$ cat config.mk
export PLATFORM = sky130hd
export DESIGN_NAME = uart_rx_ctrl_flat
export DESIGN_NICKNAME = d
export VERILOG_FILES = /design/src/rtl/uart_rx_pkg.sv /design/src/rtl/uart_rx_ctrl_if.sv /design/src/rtl/uart_rx_edge_bit_cnt.sv /design/src/rtl/uart_rx_ctrl.sv /design/src/flat_wrapper.sv
export SDC_FILE = /design/constraint.sdc
export NUM_CORES = 1
export LEC_CHECK = 0
export ABC_CLOCK_PERIOD_IN_PS = 1500
export BUFFER_PORTS_ARGS = -buffer_cell sky130_fd_sc_hd__buf_4
export CAP_MARGIN = 20
export CORE_ASPECT_RATIO = 1.25
export CORE_MARGIN = 5
export CORE_UTILIZATION = 52
export CTS_BUF_LIST = sky130_fd_sc_hd__clkbuf_8
export DETAILED_ROUTE_END_ITERATION = 12
export PLACE_DENSITY = 0.78
export SLEW_MARGIN = 10
export SYNTH_ARGS = -nofsm -noshare
export SYNTH_HDL_FRONTEND = slang
export SYNTH_SLANG_ARGS = --single-unit
$ cat constraint.sdc
create_clock -name rx_clk -period 1.5 [get_ports rx_clk]
set_clock_uncertainty 0.05 [all_clocks]
set_input_delay 0.075 -clock rx_clk [delete_from_list [all_inputs] [get_ports rx_clk]]
set_output_delay 0.075 -clock rx_clk [all_outputs]
set_load 0.01 [all_outputs]
$ cat src/rtl/uart_rx_pkg.sv
`default_nettype none
// ============================================================================
// Module   : uart_rx_pkg
// Brief    : Shared state encoding and timing constants for the UART RX frame sequencer.
// Revision : 1.0 - initial release
// ============================================================================
package uart_rx_pkg;

    typedef enum logic [2:0] {
        IDLE   = 3'd0,
        START  = 3'd1,
        DATA   = 3'd2,
        PARITY = 3'd3,
        STOP   = 3'd4
    } rx_state_e;

    localparam int PRESCALE_MIN = 8;
    // Checker strobes land this many edges past mid-bit, after the majority vote settles.
    localparam int CHK_OFFSET   = 2;

endpackage
`default_nettype wire

$ cat src/rtl/uart_rx_ctrl_if.sv
`default_nettype none
// ============================================================================
// Module   : uart_rx_ctrl_if
// Brief    : Line, config and checker-result inputs plus strobe/status outputs of the RX sequencer.
// Revision : 1.0 - initial release
// ============================================================================
interface uart_rx_ctrl_if #(
    parameter int PRESCALE_WIDTH = 6
);
    logic                      s_data_in;
    logic [PRESCALE_WIDTH-1:0] prescale_in;
    logic                      par_en_in;
    logic                      strt_glitch_in;
    logic                      par_err_in;
    logic                      stop_err_in;
    logic [PRESCALE_WIDTH-1:0] edge_cnt_out;
    logic                      sample_en_out;
    logic                      strt_chk_en_out;
    logic                      deser_en_out;
    logic                      par_chk_en_out;
    logic                      stop_chk_en_out;
    logic                      data_valid_out;
    logic                      parity_error_out;
    logic                      stop_error_out;
    logic                      busy_out;

    modport master (
        output s_data_in, prescale_in, par_en_in, strt_glitch_in, par_err_in, stop_err_in,
        input  edge_cnt_out, sample_en_out, strt_chk_en_out, deser_en_out, par_chk_en_out,
               stop_chk_en_out, data_valid_out, parity_error_out, stop_error_out, busy_out
    );

    modport slave (
        input  s_data_in, prescale_in, par_en_in, strt_glitch_in, par_err_in, stop_err_in,
        output edge_cnt_out, sample_en_out, strt_chk_en_out, deser_en_out, par_chk_en_out,
               stop_chk_en_out, data_valid_out, parity_error_out, stop_error_out, busy_out
    );
endinterface
`default_nettype wire

$ cat src/rtl/uart_rx_edge_bit_cnt.sv
`default_nettype none
// ============================================================================
// Module   : uart_rx_edge_bit_cnt
// Brief    : Oversample edge counter and bit counter; cleared whenever disabled.
// Revision : 1.0 - initial release
// ============================================================================
module uart_rx_edge_bit_cnt #(
    parameter int EDGE_WIDTH = 6,
    parameter int BIT_WIDTH  = 4
) (
    input  wire logic                  clk,
    input  wire logic                  rst,
    input  wire logic                  i_en,
    input  wire logic [EDGE_WIDTH-1:0] i_last_edge,
    output logic      [EDGE_WIDTH-1:0] o_edge_cnt,
    output logic      [BIT_WIDTH-1:0]  o_bit_cnt,
    output logic                       o_wrap
);
    localparam logic [EDGE_WIDTH-1:0] c_edge_one = EDGE_WIDTH'(1);
    localparam logic [BIT_WIDTH-1:0]  c_bit_one  = BIT_WIDTH'(1);

    logic [EDGE_WIDTH-1:0] r_edge_cnt;
    logic [BIT_WIDTH-1:0]  r_bit_cnt;
    logic                  w_wrap;

    assign w_wrap = i_en && (r_edge_cnt == i_last_edge);

    always_ff @(posedge clk) begin
        if (rst || !i_en) begin
            r_edge_cnt <= '0;
            r_bit_cnt  <= '0;
        end else if (w_wrap) begin
            r_edge_cnt <= '0;
            r_bit_cnt  <= r_bit_cnt + c_bit_one;
        end else begin
            r_edge_cnt <= r_edge_cnt + c_edge_one;
        end
    end

    assign o_edge_cnt = r_edge_cnt;
    assign o_bit_cnt  = r_bit_cnt;
    assign o_wrap     = w_wrap;
endmodule
`default_nettype wire

$ cat src/rtl/uart_rx_ctrl.sv
`default_nettype none
// ============================================================================
// Module   : uart_rx_ctrl
// Brief    : UART RX frame sequencer: start detect, checker strobes, frame result pulses.
// Revision : 1.0 - initial release
// ============================================================================
module uart_rx_ctrl
    import uart_rx_pkg::*;
#(
    parameter int DATA_WIDTH     = 8,
    parameter int PRESCALE_WIDTH = 6
) (
    input wire logic       rx_clk,
    input wire logic       res,
    uart_rx_ctrl_if.slave  rx_if
);
    localparam int c_bit_width = $clog2(DATA_WIDTH + 4);
    localparam logic [PRESCALE_WIDTH-1:0] c_presc_min   = PRESCALE_WIDTH'(PRESCALE_MIN);
    localparam logic [PRESCALE_WIDTH-1:0] c_one         = PRESCALE_WIDTH'(1);
    localparam logic [PRESCALE_WIDTH-1:0] c_chk_pre_ofs = PRESCALE_WIDTH'(CHK_OFFSET - 1);
    localparam logic [c_bit_width-1:0]    c_last_data   = c_bit_width'(DATA_WIDTH);

    rx_state_e                 r_state;
    logic [PRESCALE_WIDTH-1:0] r_last_edge;
    logic [PRESCALE_WIDTH-1:0] r_chk_pre;
    logic                      r_par_en;
    logic                      r_busy;
    logic                      r_strt_chk;
    logic                      r_deser;
    logic                      r_par_chk;
    logic                      r_stop_chk;
    logic                      r_valid;
    logic                      r_perr;
    logic                      r_serr;

    logic [PRESCALE_WIDTH-1:0] w_prescale;
    logic [PRESCALE_WIDTH-1:0] w_edge_cnt;
    logic [c_bit_width-1:0]    w_bit_cnt;
    logic                      w_wrap;
    logic                      w_cnt_en;
    logic                      w_pre_chk;
    logic                      w_par_err;

    assign w_prescale = (rx_if.prescale_in < c_presc_min) ? c_presc_min : rx_if.prescale_in;
    assign w_cnt_en   = (r_state != IDLE);
    // Strobes are registered, so they are armed one edge ahead of CHK.
    assign w_pre_chk  = (w_edge_cnt == r_chk_pre);
    assign w_par_err  = r_par_en & rx_if.par_err_in;

    uart_rx_edge_bit_cnt #(
        .EDGE_WIDTH (PRESCALE_WIDTH),
        .BIT_WIDTH  (c_bit_width)
    ) u_cnt (
        .clk         (rx_clk),
        .rst         (res),
        .i_en        (w_cnt_en),
        .i_last_edge (r_last_edge),
        .o_edge_cnt  (w_edge_cnt),
        .o_bit_cnt   (w_bit_cnt),
        .o_wrap      (w_wrap)
    );

    always_ff @(posedge rx_clk) begin
        if (res) begin
            r_state     <= IDLE;
            r_last_edge <= '0;
            r_chk_pre   <= '0;
            r_par_en    <= 1'b0;
            r_busy      <= 1'b0;
            r_strt_chk  <= 1'b0;
            r_deser     <= 1'b0;
            r_par_chk   <= 1'b0;
            r_stop_chk  <= 1'b0;
            r_valid     <= 1'b0;
            r_perr      <= 1'b0;
            r_serr      <= 1'b0;
        end else begin
            r_strt_chk <= 1'b0;
            r_deser    <= 1'b0;
            r_par_chk  <= 1'b0;
            r_stop_chk <= 1'b0;
            r_valid    <= 1'b0;
            r_perr     <= 1'b0;
            r_serr     <= 1'b0;
            case (r_state)
                IDLE: begin
                    if (!rx_if.s_data_in) begin
                        r_state     <= START;
                        r_busy      <= 1'b1;
                        r_last_edge <= w_prescale - c_one;
                        r_chk_pre   <= (w_prescale >> 1) + c_chk_pre_ofs;
                        r_par_en    <= rx_if.par_en_in;
                    end
                end
                START: begin
                    r_strt_chk <= w_pre_chk;
                    if (w_wrap) begin
                        if (rx_if.strt_glitch_in) begin
                            r_state <= IDLE;
                            r_busy  <= 1'b0;
                        end else begin
                            r_state <= DATA;
                        end
                    end
                end
                DATA: begin
                    r_deser <= w_pre_chk;
                    if (w_wrap && (w_bit_cnt == c_last_data)) begin
                        r_state <= r_par_en ? PARITY : STOP;
                    end
                end
                PARITY: begin
                    r_par_chk <= w_pre_chk;
                    if (w_wrap) begin
                        r_state <= STOP;
                    end
                end
                STOP: begin
                    r_stop_chk <= w_pre_chk;
                    if (w_wrap) begin
                        r_state <= IDLE;
                        r_busy  <= 1'b0;
                        r_valid <= !w_par_err && !rx_if.stop_err_in;
                        r_perr  <= w_par_err;
                        r_serr  <= rx_if.stop_err_in;
                    end
                end
                default: begin
                    r_state <= IDLE;
                    r_busy  <= 1'b0;
                end
            endcase
        end
    end

    assign rx_if.edge_cnt_out     = w_edge_cnt;
    assign rx_if.sample_en_out    = r_busy;
    assign rx_if.busy_out         = r_busy;
    assign rx_if.strt_chk_en_out  = r_strt_chk;
    assign rx_if.deser_en_out     = r_deser;
    assign rx_if.par_chk_en_out   = r_par_chk;
    assign rx_if.stop_chk_en_out  = r_stop_chk;
    assign rx_if.data_valid_out   = r_valid;
    assign rx_if.parity_error_out = r_perr;
    assign rx_if.stop_error_out   = r_serr;
endmodule
`default_nettype wire

$ cat src/flat_wrapper.sv
// flat-port wrapper written by rule: the top's interface ports become plain ports
module uart_rx_ctrl_flat import uart_rx_pkg::*;
#(
    parameter int DATA_WIDTH     = 8,
    parameter int PRESCALE_WIDTH = 6
)
  (rx_clk, res, rx_if_s_data_in, rx_if_prescale_in, rx_if_par_en_in, rx_if_strt_glitch_in, rx_if_par_err_in, rx_if_stop_err_in, rx_if_edge_cnt_out, rx_if_sample_en_out, rx_if_strt_chk_en_out, rx_if_deser_en_out, rx_if_par_chk_en_out, rx_if_stop_chk_en_out, rx_if_data_valid_out, rx_if_parity_error_out, rx_if_stop_error_out, rx_if_busy_out);
  uart_rx_ctrl_if #(.PRESCALE_WIDTH(PRESCALE_WIDTH)) rx_if_i ();
  input wire logic rx_clk;
  input wire logic res;
  input wire logic [$bits(rx_if_i.s_data_in)-1:0] rx_if_s_data_in;
  input wire logic [$bits(rx_if_i.prescale_in)-1:0] rx_if_prescale_in;
  input wire logic [$bits(rx_if_i.par_en_in)-1:0] rx_if_par_en_in;
  input wire logic [$bits(rx_if_i.strt_glitch_in)-1:0] rx_if_strt_glitch_in;
  input wire logic [$bits(rx_if_i.par_err_in)-1:0] rx_if_par_err_in;
  input wire logic [$bits(rx_if_i.stop_err_in)-1:0] rx_if_stop_err_in;
  output wire logic [$bits(rx_if_i.edge_cnt_out)-1:0] rx_if_edge_cnt_out;
  output wire logic [$bits(rx_if_i.sample_en_out)-1:0] rx_if_sample_en_out;
  output wire logic [$bits(rx_if_i.strt_chk_en_out)-1:0] rx_if_strt_chk_en_out;
  output wire logic [$bits(rx_if_i.deser_en_out)-1:0] rx_if_deser_en_out;
  output wire logic [$bits(rx_if_i.par_chk_en_out)-1:0] rx_if_par_chk_en_out;
  output wire logic [$bits(rx_if_i.stop_chk_en_out)-1:0] rx_if_stop_chk_en_out;
  output wire logic [$bits(rx_if_i.data_valid_out)-1:0] rx_if_data_valid_out;
  output wire logic [$bits(rx_if_i.parity_error_out)-1:0] rx_if_parity_error_out;
  output wire logic [$bits(rx_if_i.stop_error_out)-1:0] rx_if_stop_error_out;
  output wire logic [$bits(rx_if_i.busy_out)-1:0] rx_if_busy_out;
  assign rx_if_i.s_data_in = rx_if_s_data_in;
  assign rx_if_i.prescale_in = rx_if_prescale_in;
  assign rx_if_i.par_en_in = rx_if_par_en_in;
  assign rx_if_i.strt_glitch_in = rx_if_strt_glitch_in;
  assign rx_if_i.par_err_in = rx_if_par_err_in;
  assign rx_if_i.stop_err_in = rx_if_stop_err_in;
  assign rx_if_edge_cnt_out = rx_if_i.edge_cnt_out;
  assign rx_if_sample_en_out = rx_if_i.sample_en_out;
  assign rx_if_strt_chk_en_out = rx_if_i.strt_chk_en_out;
  assign rx_if_deser_en_out = rx_if_i.deser_en_out;
  assign rx_if_par_chk_en_out = rx_if_i.par_chk_en_out;
  assign rx_if_stop_chk_en_out = rx_if_i.stop_chk_en_out;
  assign rx_if_data_valid_out = rx_if_i.data_valid_out;
  assign rx_if_parity_error_out = rx_if_i.parity_error_out;
  assign rx_if_stop_error_out = rx_if_i.stop_error_out;
  assign rx_if_busy_out = rx_if_i.busy_out;
  uart_rx_ctrl #(.DATA_WIDTH(DATA_WIDTH), .PRESCALE_WIDTH(PRESCALE_WIDTH)) u_core (.rx_clk(rx_clk), .res(res), .rx_if(rx_if_i));
endmodule
### After elaboration in Yosys (flattened, before gate mapping)

Index checks and enable logic that the tools add are counted.

* flip-flop bits (word level): 34
* input port bits: 13
* output and inout port bits: 15
* logic and storage cells: 73

* add/subtract/negate cells: 4
* $lt $le $gt $ge: 1
* eq/ne operators: 13
* multiplexer cells: 14
* bitwise gates (word level): 8
* reduce and logical (&&, ||, !) cells: 19

Operators by type and width (number)
* $mux 3: 6
* $pmux 3 s5: 1
* $eq 6x6->1: 2
* $reduce_or 2->1: 6
* $reduce_and 5->1: 2
* $ne 2x1->1 const B: 4
* $not 1->1: 7
* $add 5x1->6 const B: 1
* $add 6x1->6 const B: 1
* $eq 3x2->1 const B: 2
* $lt 6x4->1 const B: 1
* $mux 6: 1
* $sub 6x1->6 const B: 1
* $add 4x1->4 const B: 1
* $eq 4x4->1 const B: 1
* $mux 1: 4
* $ne 2x2->1 const B: 2
* $pmux 1 s4: 1
* $eq 3x1->1 const B: 1
* $eq 3x3->1 const B: 1
* $logic_and 1x1->1: 3
* $logic_not 1->1: 3
* $logic_not 3->1: 1
* $reduce_bool 3->1: 1
* other kinds (5): 5

### Longest topological paths before layout

Gate-level depths: netlist of the first run.

* depth in word-level cells: 5
* mapped depth: 8
* gate-level depth less buffers: 7

### Cells and area by module

Synthesis of the first run repeated with hierarchy kept, for this count alone.

* cell total of the unflattened synthesis: 196
* area total of the unflattened synthesis: 1705.4 um2

Modules (own cells, without submodules)
* uart_rx_ctrl: times used 1, cells each 143, area each 1214.9 um2, sequential area each 480.5 um2
* uart_rx_edge_bit_cnt: times used 1, cells each 53, area each 490.5 um2, sequential area each 200.2 um2

### Least setup slack after synthesis of the first run

No wires, ideal clock.

* path kind: reg-to-reg
* start point: reg u_core.u_cnt.r_edge_cnt[2], in the netlist u_core.u_cnt.o_edge_cnt[2]
* end point: reg u_core.r_state[2]
* arrival time: 1396 ps
* required time: 1385 ps
* slack: -11 ps
* cell stages (with the launch flop): 6
* cells stage by stage: dfxtp_1 -> xnor2_1 -> nand4_2 -> nor2_2 -> mux2_2 -> nor2_1

* longest elaborated chain between the ends: 5

Ends and longest elaborated chain
* start: declaration: RTL line uart_rx_edge_bit_cnt.sv:22 `logic [EDGE_WIDTH-1:0] r_edge_cnt;`
* start signal: assignment: RTL line uart_rx_edge_bit_cnt.sv:36 `r_edge_cnt <= r_edge_cnt + c_edge_one;`
* $eq 6x6->1 (*): RTL line uart_rx_edge_bit_cnt.sv:26 `assign w_wrap = i_en && (r_edge_cnt == i_last_edge);`
* $logic_and 1x1->1 (*): RTL line uart_rx_edge_bit_cnt.sv:26
* $logic_and 1x1->1: RTL line uart_rx_ctrl.sv:108 `if (w_wrap && (w_bit_cnt == c_last_data)) begin`
* $ne 2x1->1 (no source line)
* $reduce_and 5->1 (no source line) (*)
* end signal: assignment: RTL line uart_rx_ctrl.sv:109 `r_state <= r_par_en ? PARITY : STOP;`
* end: declaration: RTL line uart_rx_ctrl.sv:23 `rx_state_e r_state;`

Mark *: on every way between the ends. The rest lies on a longest branch, timed or not.
A chain may end at the register's enable or synchronous reset.

### Worst setup path in the final report of the first run

* start point: reg u_core.u_cnt.r_edge_cnt[2], in the netlist u_core.u_cnt.o_edge_cnt[2]
* end point: reg u_core.r_strt_chk, in the netlist u_core.rx_if.strt_chk_en_out

* longest elaborated chain between the ends: 1

Ends and longest elaborated chain
* $eq 6x6->1: RTL line uart_rx_ctrl.sv:47 `assign w_pre_chk = (w_edge_cnt == r_chk_pre);`
* end signal: assignment: RTL line uart_rx_ctrl.sv:96 `r_strt_chk <= w_pre_chk;`
* end: declaration: RTL line uart_rx_ctrl.sv:28 `logic r_strt_chk;`

No other way between the ends.

==> summary by stage, run 1 <==
Status
The run finished with clean final reports.

Worst setup path
STA classifies the critical path startpoint as a flip-flop. The arrival time at the worst endpoint is 1.63 ns. The top fanout value on the critical path is 4. The worst setup path is captured at a flip-flop. STA puts the critical path data required time at 1.67 ns. The critical path start-end classification is flip-flop to flip-flop.

Yosys
The share of the Yosys chip area taken by registers is 0.410. The dominant combinational cell family by area after synthesis is simple AND/OR/NAND/NOR gates. The net count after synthesis is 210.

The count of synthesis-stage warnings from yosys is 0. The area share of fa/ha/maj cells after synthesis is 0.0377. The xor/xnor cell area share of the yosys netlist is 0.126. The synthesized instance count is 192.

The synthesized design contains 34 register bits. The synthesized-area fraction occupied by ao, oa, aoi and oai cells is 0.122. The share of synthesized area spent on multiplexers is 0.00678.

Of the total synthesized cell area, the portion taken by AND, OR, NAND and NOR gates is 0.243. After synthesis the cells add up to 1660 µm². The post-synthesis cell type count is 42.

A synthesized cell averages 8.65 µm².

Final layout
The fill cell instance count of the final layout is 229. Once layout is done, the placed cells without fillers occupy 2300 µm². 0 antenna diodes ended up in the layout.

Of the cells placed in the final design, the portion with a size suffix greater than 1 is 0.358. In the final layout, the multi-input gates occupy 963 µm². The storage element area is 693 µm².

The final-stage net count is 263. The area added between synthesis and finish is 38.3%.

CTS
Clock latency on the worst-skew pair, taken at its later pin, is 0.29 ns. The H-tree level count is 2. The clock slew seen by the registers of the worst setup and hold paths is 0.07 ns. The CTS tree is built. The number of buffers added by the clock tree synthesis step is 5. The worst-case clock buffer depth is 2. CTS placed an instance of sky130_fd_sc_hd__clkbuf_8 at the clock tree root.

The number of sinks driven by the clock tree is 34.

GRT
The first-pass GRT wire length is 6520 µm. The largest net degree at the start of global routing is 22. In the global route stage, overall resource usage came out at 0.200. The number of antenna violations at the first check in global routing is 0. The number of global-route vias before repair is 1482.

The leftover overflow at the end of global routing is 0.

Drt
In the routed design, unresolved DRC markers number 0. Using the TritonRoute via totals, the vias-per-cell ratio works out to 5.33. The total routed wirelength is 4060 µm. The detail-routed net length per standard cell is 14.3 µm. The detail route stage leaves a number of antenna-violating nets equal to 0. The detailed router finished its first iteration with 30 violations. Detailed routing inserted a total of 1507 vias. The first-pass iteration count of the detailed router is 4.

Timing
The number of hold violations in the final report came to 0. The post-route clock period utilization is 0.973. Counting I/O delays and the setup requirement, the final critical path takes 1.46 ns. The count of pins over their slew limit is 0. Setup repair after global routing could not meet its margin everywhere.

The total setup violations reported at the end of the flow is 0. The pin slew with the least headroom to its limit is 0.315 ns. The worst slew margin relative to its limit is 0.789. Derived from the worst setup path, the maximum achievable clock frequency is 0.685 GHz.

Floorplan
The die covers 4430 µm². The starting density of the core is 0.529. The die is 60.5 µm wide. In this run the core area contains 23 standard-cell rows.

The die is 73.2 µm tall. The top-level I/O count is 28. The core area is 3140 µm².

Hold path
In this run the worst hold path is classified as input pin to flip-flop.

Placement
The placer's final routability congestion estimate is 0.786. After legalization and detailed placement, the total HPWL measured 2900 µm. The number of port buffers is 27. Once placement finished, the instance area stood at 2050 µm².

Power
Dividing total power by cell area gives a power density of 1360 nW/µm². The completed layout was analyzed and its total power is 3.12 mW. The worst-case IR drop observed on VDD is 0.882 mV. Summed over all cells, the static leakage comes to 0.962 nW.

Run
The count of maximum capacitance violations is 0.
==> area by class of cell <==
class | instances | area share
Clock buffer | 8 | 0.0480
Inverter | 8 | 0.0131
Multi-Input combinational cell | 140 | 0.420
Sequential cell | 34 | 0.302
Tap cell | 37 | 0.0202
Timing Repair Buffer | 56 | 0.197
==> stage by stage <==
step / setup WS [ns] / cells / setup TNS (ns) / hold slack [ns] / util
after global placement: 0.0285 / 271 / 0 / 0.240 / 0.655
after CTS: -0.00998 / 282 / -0.00998 / 0.00144 / 0.700
after detailed placement: -0.0547 / 271 / -0.124 / 0.243 / 0.655
after global routing: -0.0637 / 283 / -0.195 / 0.0239 / 0.732
after floorplan: 0.0174 / 192 / 0 / 0.147 / -
final: 0.0401 / 283 / 0 / 0.00421 / 0.732
==> where the power goes <==
| part | total (mW) | internal (mW) | switching, mW |
|---|---|---|---|
| Sequential | 1.14 | 1.02 | 0.117 |
| Combinational | 1.19 | 0.603 | 0.586 |
| Clock | 0.792 | 0.463 | 0.329 |
| Total | 3.12 | 2.09 | 1.03 |
==> critical path: stages (launching register included) <==
cell and delay [ns]:
sky130_fd_sc_hd__dfxtp_4 0.36, sky130_fd_sc_hd__buf_6 0.12, sky130_fd_sc_hd__xor2_2 0.14, sky130_fd_sc_hd__nor4_2 0.26, sky130_fd_sc_hd__nand4_1 0.15, sky130_fd_sc_hd__buf_6 0.16, sky130_fd_sc_hd__nor3_2 0.15
==> sequential cells by signal, indices dropped and copies added (netlist names) <==
signal and count:
u_core.r_chk_pre 6, u_core.r_last_edge 6, u_core.u_cnt.o_edge_cnt 6, u_core.u_cnt.o_bit_cnt 4, u_core.r_state 3, u_core.r_par_en 1, u_core.rx_if.busy_out 1, u_core.rx_if.data_valid_out 1
u_core.rx_if.deser_en_out 1, u_core.rx_if.par_chk_en_out 1, u_core.rx_if.parity_error_out 1, u_core.rx_if.stop_chk_en_out 1, u_core.rx_if.stop_error_out 1, u_core.rx_if.strt_chk_en_out 1
==> placed cells by master (no fill, tap or decap), types with 4 or more instances in the layout <==
master                      n
sky130_fd_sc_hd__buf_4     49
sky130_fd_sc_hd__dfxtp_1   26
sky130_fd_sc_hd__nor2_1    25
sky130_fd_sc_hd__nand2_1   22
sky130_fd_sc_hd__xnor2_1   13
sky130_fd_sc_hd__a21oi_1   11
sky130_fd_sc_hd__clkbuf_8   8
sky130_fd_sc_hd__inv_1      7
sky130_fd_sc_hd__dfxtp_2    7
sky130_fd_sc_hd__xor2_1     6
sky130_fd_sc_hd__a211oi_1   6
sky130_fd_sc_hd__nor3_1     5
sky130_fd_sc_hd__ha_1       5
sky130_fd_sc_hd__nand2b_1   4
sky130_fd_sc_hd__nand3_1    4
sky130_fd_sc_hd__buf_6      4
==> logic make-up (layout without fill, tap and decap cells) <==
logic type / Yosys count / in the layout
and+or+nand+nor: 81 / 81
buffers and inverters: 18 / 72
adders and majority gates: 5 / 5
DFF: 34 / 34
AOI/OAI and AO/OA: 30 / 30
muxes: 1 / 1
xor gates and xnor gates: 23 / 23
==> layer usage <==
metal	part of all wire	global-route usage	routed length (µm)	vias to the layer above
met1	0.37	0.204	1480	703
li1	-	-	-	756
met5	0	0	0	-
met4	0.038	0.0892	155	0
met2	0.55	0.373	2250	34
met3	0.042	0.0478	172	14
==> cell usage after synthesis, drive strengths merged <==
| cell | instances | area share |
|---|---|---|
| dfxtp | 34 | 0.41 |
| nor4 | 2 | 0.017 |
| xnor2 | 16 | 0.089 |
| a31oi | 1 | 0.0038 |
| nand2 | 22 | 0.050 |
| nor2 | 26 | 0.060 |
| a21oi | 11 | 0.033 |
| a311oi | 1 | 0.0053 |
| and3 | 3 | 0.011 |
| or2 | 2 | 0.0075 |
| o311ai | 1 | 0.0053 |
| or3 | 2 | 0.0075 |
| nand3b | 1 | 0.0045 |
| a211o | 1 | 0.0053 |
| inv | 8 | 0.018 |
| o31ai | 1 | 0.0045 |
| buf | 8 | 0.032 |
| nand2b | 4 | 0.015 |
| clkbuf | 2 | 0.0045 |
| nand4b | 1 | 0.0053 |
| o41ai | 1 | 0.0098 |
| xor2 | 7 | 0.037 |
| o21bai | 2 | 0.0090 |
| and2 | 2 | 0.0075 |
| ha | 5 | 0.038 |
| a211oi | 6 | 0.027 |
| o21ai | 3 | 0.0090 |
| nand4 | 3 | 0.015 |
| mux2 | 1 | 0.0068 |
| a31o | 1 | 0.0053 |
| nand3 | 4 | 0.012 |
| nor3 | 9 | 0.030 |
| a21o | 1 | 0.0045 |
==> what timing repair did <==
item | CTS | global route
pin swaps | 3 | 8
buffers inserted | 1 | 1
endpoints found under the setup margin | 2 | 18
gates cloned | 0 | 0
endpoints found under the hold margin | 2 | 0
hold buffers | 2 | 0
gates resized for setup | 2 | 21
==> path summary, 6_finish.rpt <==
path	end	slack, ns	from	cells past startpoint
min reg2reg	u_core.r_chk_pre[1]	0.43	u_core.r_chk_pre[1]	2
min	u_core.r_par_en	0.004	rx_if_par_en_in	3
max reg2reg	u_core.rx_if.strt_chk_en_out	0.04	u_core.u_cnt.o_edge_cnt[2]	6
max	u_core.rx_if.strt_chk_en_out	0.04	u_core.u_cnt.o_edge_cnt[2]	6
No activity file was read; power rests on OpenSTA's default activity.
==> run 2, diff against run 1 <==
--- a/config.mk
+++ b/config.mk
@@ -12,8 +12,11 @@
 export CORE_MARGIN = 5
 export CORE_UTILIZATION = 52
 export CTS_BUF_LIST = sky130_fd_sc_hd__clkbuf_8
+export CTS_CLUSTER_SIZE = 30
 export DETAILED_ROUTE_END_ITERATION = 12
 export PLACE_DENSITY = 0.78
+export RECOVER_POWER = 50
+export SETUP_SLACK_MARGIN = 0.05
 export SLEW_MARGIN = 10
 export SYNTH_ARGS = -nofsm -noshare
 export SYNTH_HDL_FRONTEND = slang
==> run 2 against run 1 <==
Net effect: utilization down 0.12 points; global-route usage fell by 1.2 points; die area is the same; largest cell class unchanged; count of clock-buffer cells in the layout shrank 2; critical endpoint is now u_core.rx_if.deser_en_out; critical path type unchanged; highest routed layer unchanged; power is 2.7% lower; final cell count up 0.71%; wire length fell by 5.8%; sequential share of layout area up 0.32 points.
==> summary by stage, run 2 (synthesis gave the netlist of run 1 again) <==
Status
The run finished with clean final reports.

Worst setup path
The type of element launching the critical path is a flip-flop. The cell depth of the worst flop-to-flop path is 5. Of all nets on the critical path, the largest fanout is 4. Data arrives at the worst endpoint at 1.62 ns. In this run the register-to-register setup slack is 0.04 ns.

STA classifies the critical path endpoint as a flip-flop. Data on the critical path is required at its endpoint by 1.66 ns. The critical path start-end classification is flip-flop to flip-flop.

Drt
The count of nets left with antenna violations once routing finished came out at 0. The total routed wirelength is 3820 µm. The detail-routed net length per standard cell is 13.4 µm. Detailed routing inserted a total of 1470 vias.

For this run, the detailed router's first-pass iteration total came to 4. The via-per-instance ratio is 5.16. The post-detailed-route DRC marker count is 0. For this block, the initial DRC count from the detailed router was 30.

Timing
The count of pins over their slew limit is 0. Based on the critical path, the design can be clocked at up to 0.687 GHz. The pin slew with the least headroom to its limit is 0.283 ns.

The number of hold violations in the final report is 0. Setup repair after global routing could not meet its margin everywhere. The post-route clock period utilization is 0.970. After layout, the minimum clock period comes to 1.46 ns.

Setup total negative slack on the finished layout was measured at 0 ns. Setup violations remaining at the end of the flow were counted as 0. The worst pin sits at a relative slew slack of 0.810.

Hold path
The path category of the worst min-delay check is input pin to flip-flop. The worst hold path was traced through 4 stages.

CTS
No sink is reached through more buffers than the 2 on the longest clock path. The CTS tree is built. At the later pin of the worst-skew pair, clock insertion delay measures 0.29 ns.

The number of sinks driven by the clock tree is 34. The clock slew seen by the registers of the worst setup and hold paths is 0.07 ns. The number of buffers added by the clock tree synthesis step is 5. The tree is rooted in a sky130_fd_sc_hd__clkbuf_8. The H-tree generated during clock tree synthesis spans 2 levels.

GRT
The first-pass GRT wire length is 6110 µm. The number of global-route vias before repair is 1384. The overall routing resource usage is 0.188. The largest net degree at the start of global routing is 22. The number of antenna violations at the first check in global routing is 0. The leftover overflow at the end of global routing is 0.

Floorplan
The total area inside the core boundary comes to 3140 µm². The width of the die is 60.5 µm. 28 I/O pins were placed. The chip height is 73.2 µm. The floorplan step defined a die boundary enclosing 4430 µm². For this configuration, the core starts out at a cell density of 0.529. The floorplan has 23 rows.

Final layout
The area added between synthesis and finish is 38.1%. The leading cell type in the layout, fill and taps excluded is sky130_fd_sc_hd__buf_4. Measured on the finished design, the core utilization comes to 0.731. The net count of the finished layout is 265. The top cell types in the final layout, fill and taps aside, are sky130_fd_sc_hd__buf_4 (42), sky130_fd_sc_hd__nor2_1 (24), sky130_fd_sc_hd__dfxtp_1 (23). The total inserted antenna cells is 0. The fraction of layout cells with a size suffix above 1 is 0.339.

Placement
The placer's final routability congestion estimate is 0.785. The half-perimeter wire length after placement is 2670 µm. Input and output buffers added on the ports amount to 27.

Power
The leakage power summed over all cells is 0.934 nW. Across the VDD grid, the largest voltage drop is 0.841 mV. The total power density per cell area is 1320 nW/µm².

Run
The count of maximum capacitance violations is 0.
-- run 2: timing repair --
action                                  CTS  global route
gates cloned                              0             1
endpoints found under the hold margin     3             0
resized for setup                         6            19
endpoints found under the setup margin   17            22
setup buffers                             2             4
pin swaps                                 7            16
hold buffers                              3             0
-- run 2: final cells by class --
cell class | instances | area (µm²)
Clock buffer | 6 | 82.6
Clock inverter | 2 | 12.5
Fill cell | 234 | 845
Inverter | 8 | 30.0
Multi-Input combinational cell | 140 | 975
Sequential cell | 34 | 699
Tap cell | 37 | 46.3
Timing Repair Buffer | 58 | 447
-- run 2: worst paths after layout --
check,from,endpoint
worst max-delay path,u_core.u_cnt.o_edge_cnt[1],u_core.rx_if.deser_en_out
worst min-delay path,rx_if_prescale_in[0],u_core.r_last_edge[0]
worst max register to register,u_core.u_cnt.o_edge_cnt[1],u_core.rx_if.deser_en_out
worst min register to register,u_core.r_chk_pre[5],u_core.r_chk_pre[5]
-- run 2: per-layer routing --
layer	track usage	routed length, µm	vias to the layer above
li1	-	-	758
met1	0.200	1560	676
met2	0.329	1990	27
met3	0.0566	167	9
met4	0.0892	97	0
met5	0	0	-
-- run 2: metrics by stage --
step	power [mW]	area [µm²]	worst slack [ns]	cells	hold WS (ns)
after global routing	3.23	2290	-0.0644	285	0.0668
final	3.04	2290	0.0446	285	0.0514
after detailed placement	2.11	2030	-0.0360	267	0.246
after floorplan	1.76	1670	0.0679	192	0.147
after CTS	2.87	2200	0.0106	280	0.0434
after global placement	2.09	2030	0.0195	267	0.243
-- run 2: power by group --
part           internal, mW  switching [mW]
clock                 0.368           0.332
combinational         0.608           0.581
sequential             1.02           0.127
total                  2.00            1.04
-- run 2: critical path: stages, from the launching register on --
cell and delay [ns]:
sky130_fd_sc_hd__dfxtp_2 0.35, sky130_fd_sc_hd__buf_4 0.16, sky130_fd_sc_hd__xor2_1 0.13, sky130_fd_sc_hd__nor4_1 0.22, sky130_fd_sc_hd__nand4_1 0.25, sky130_fd_sc_hd__nor3_1 0.22
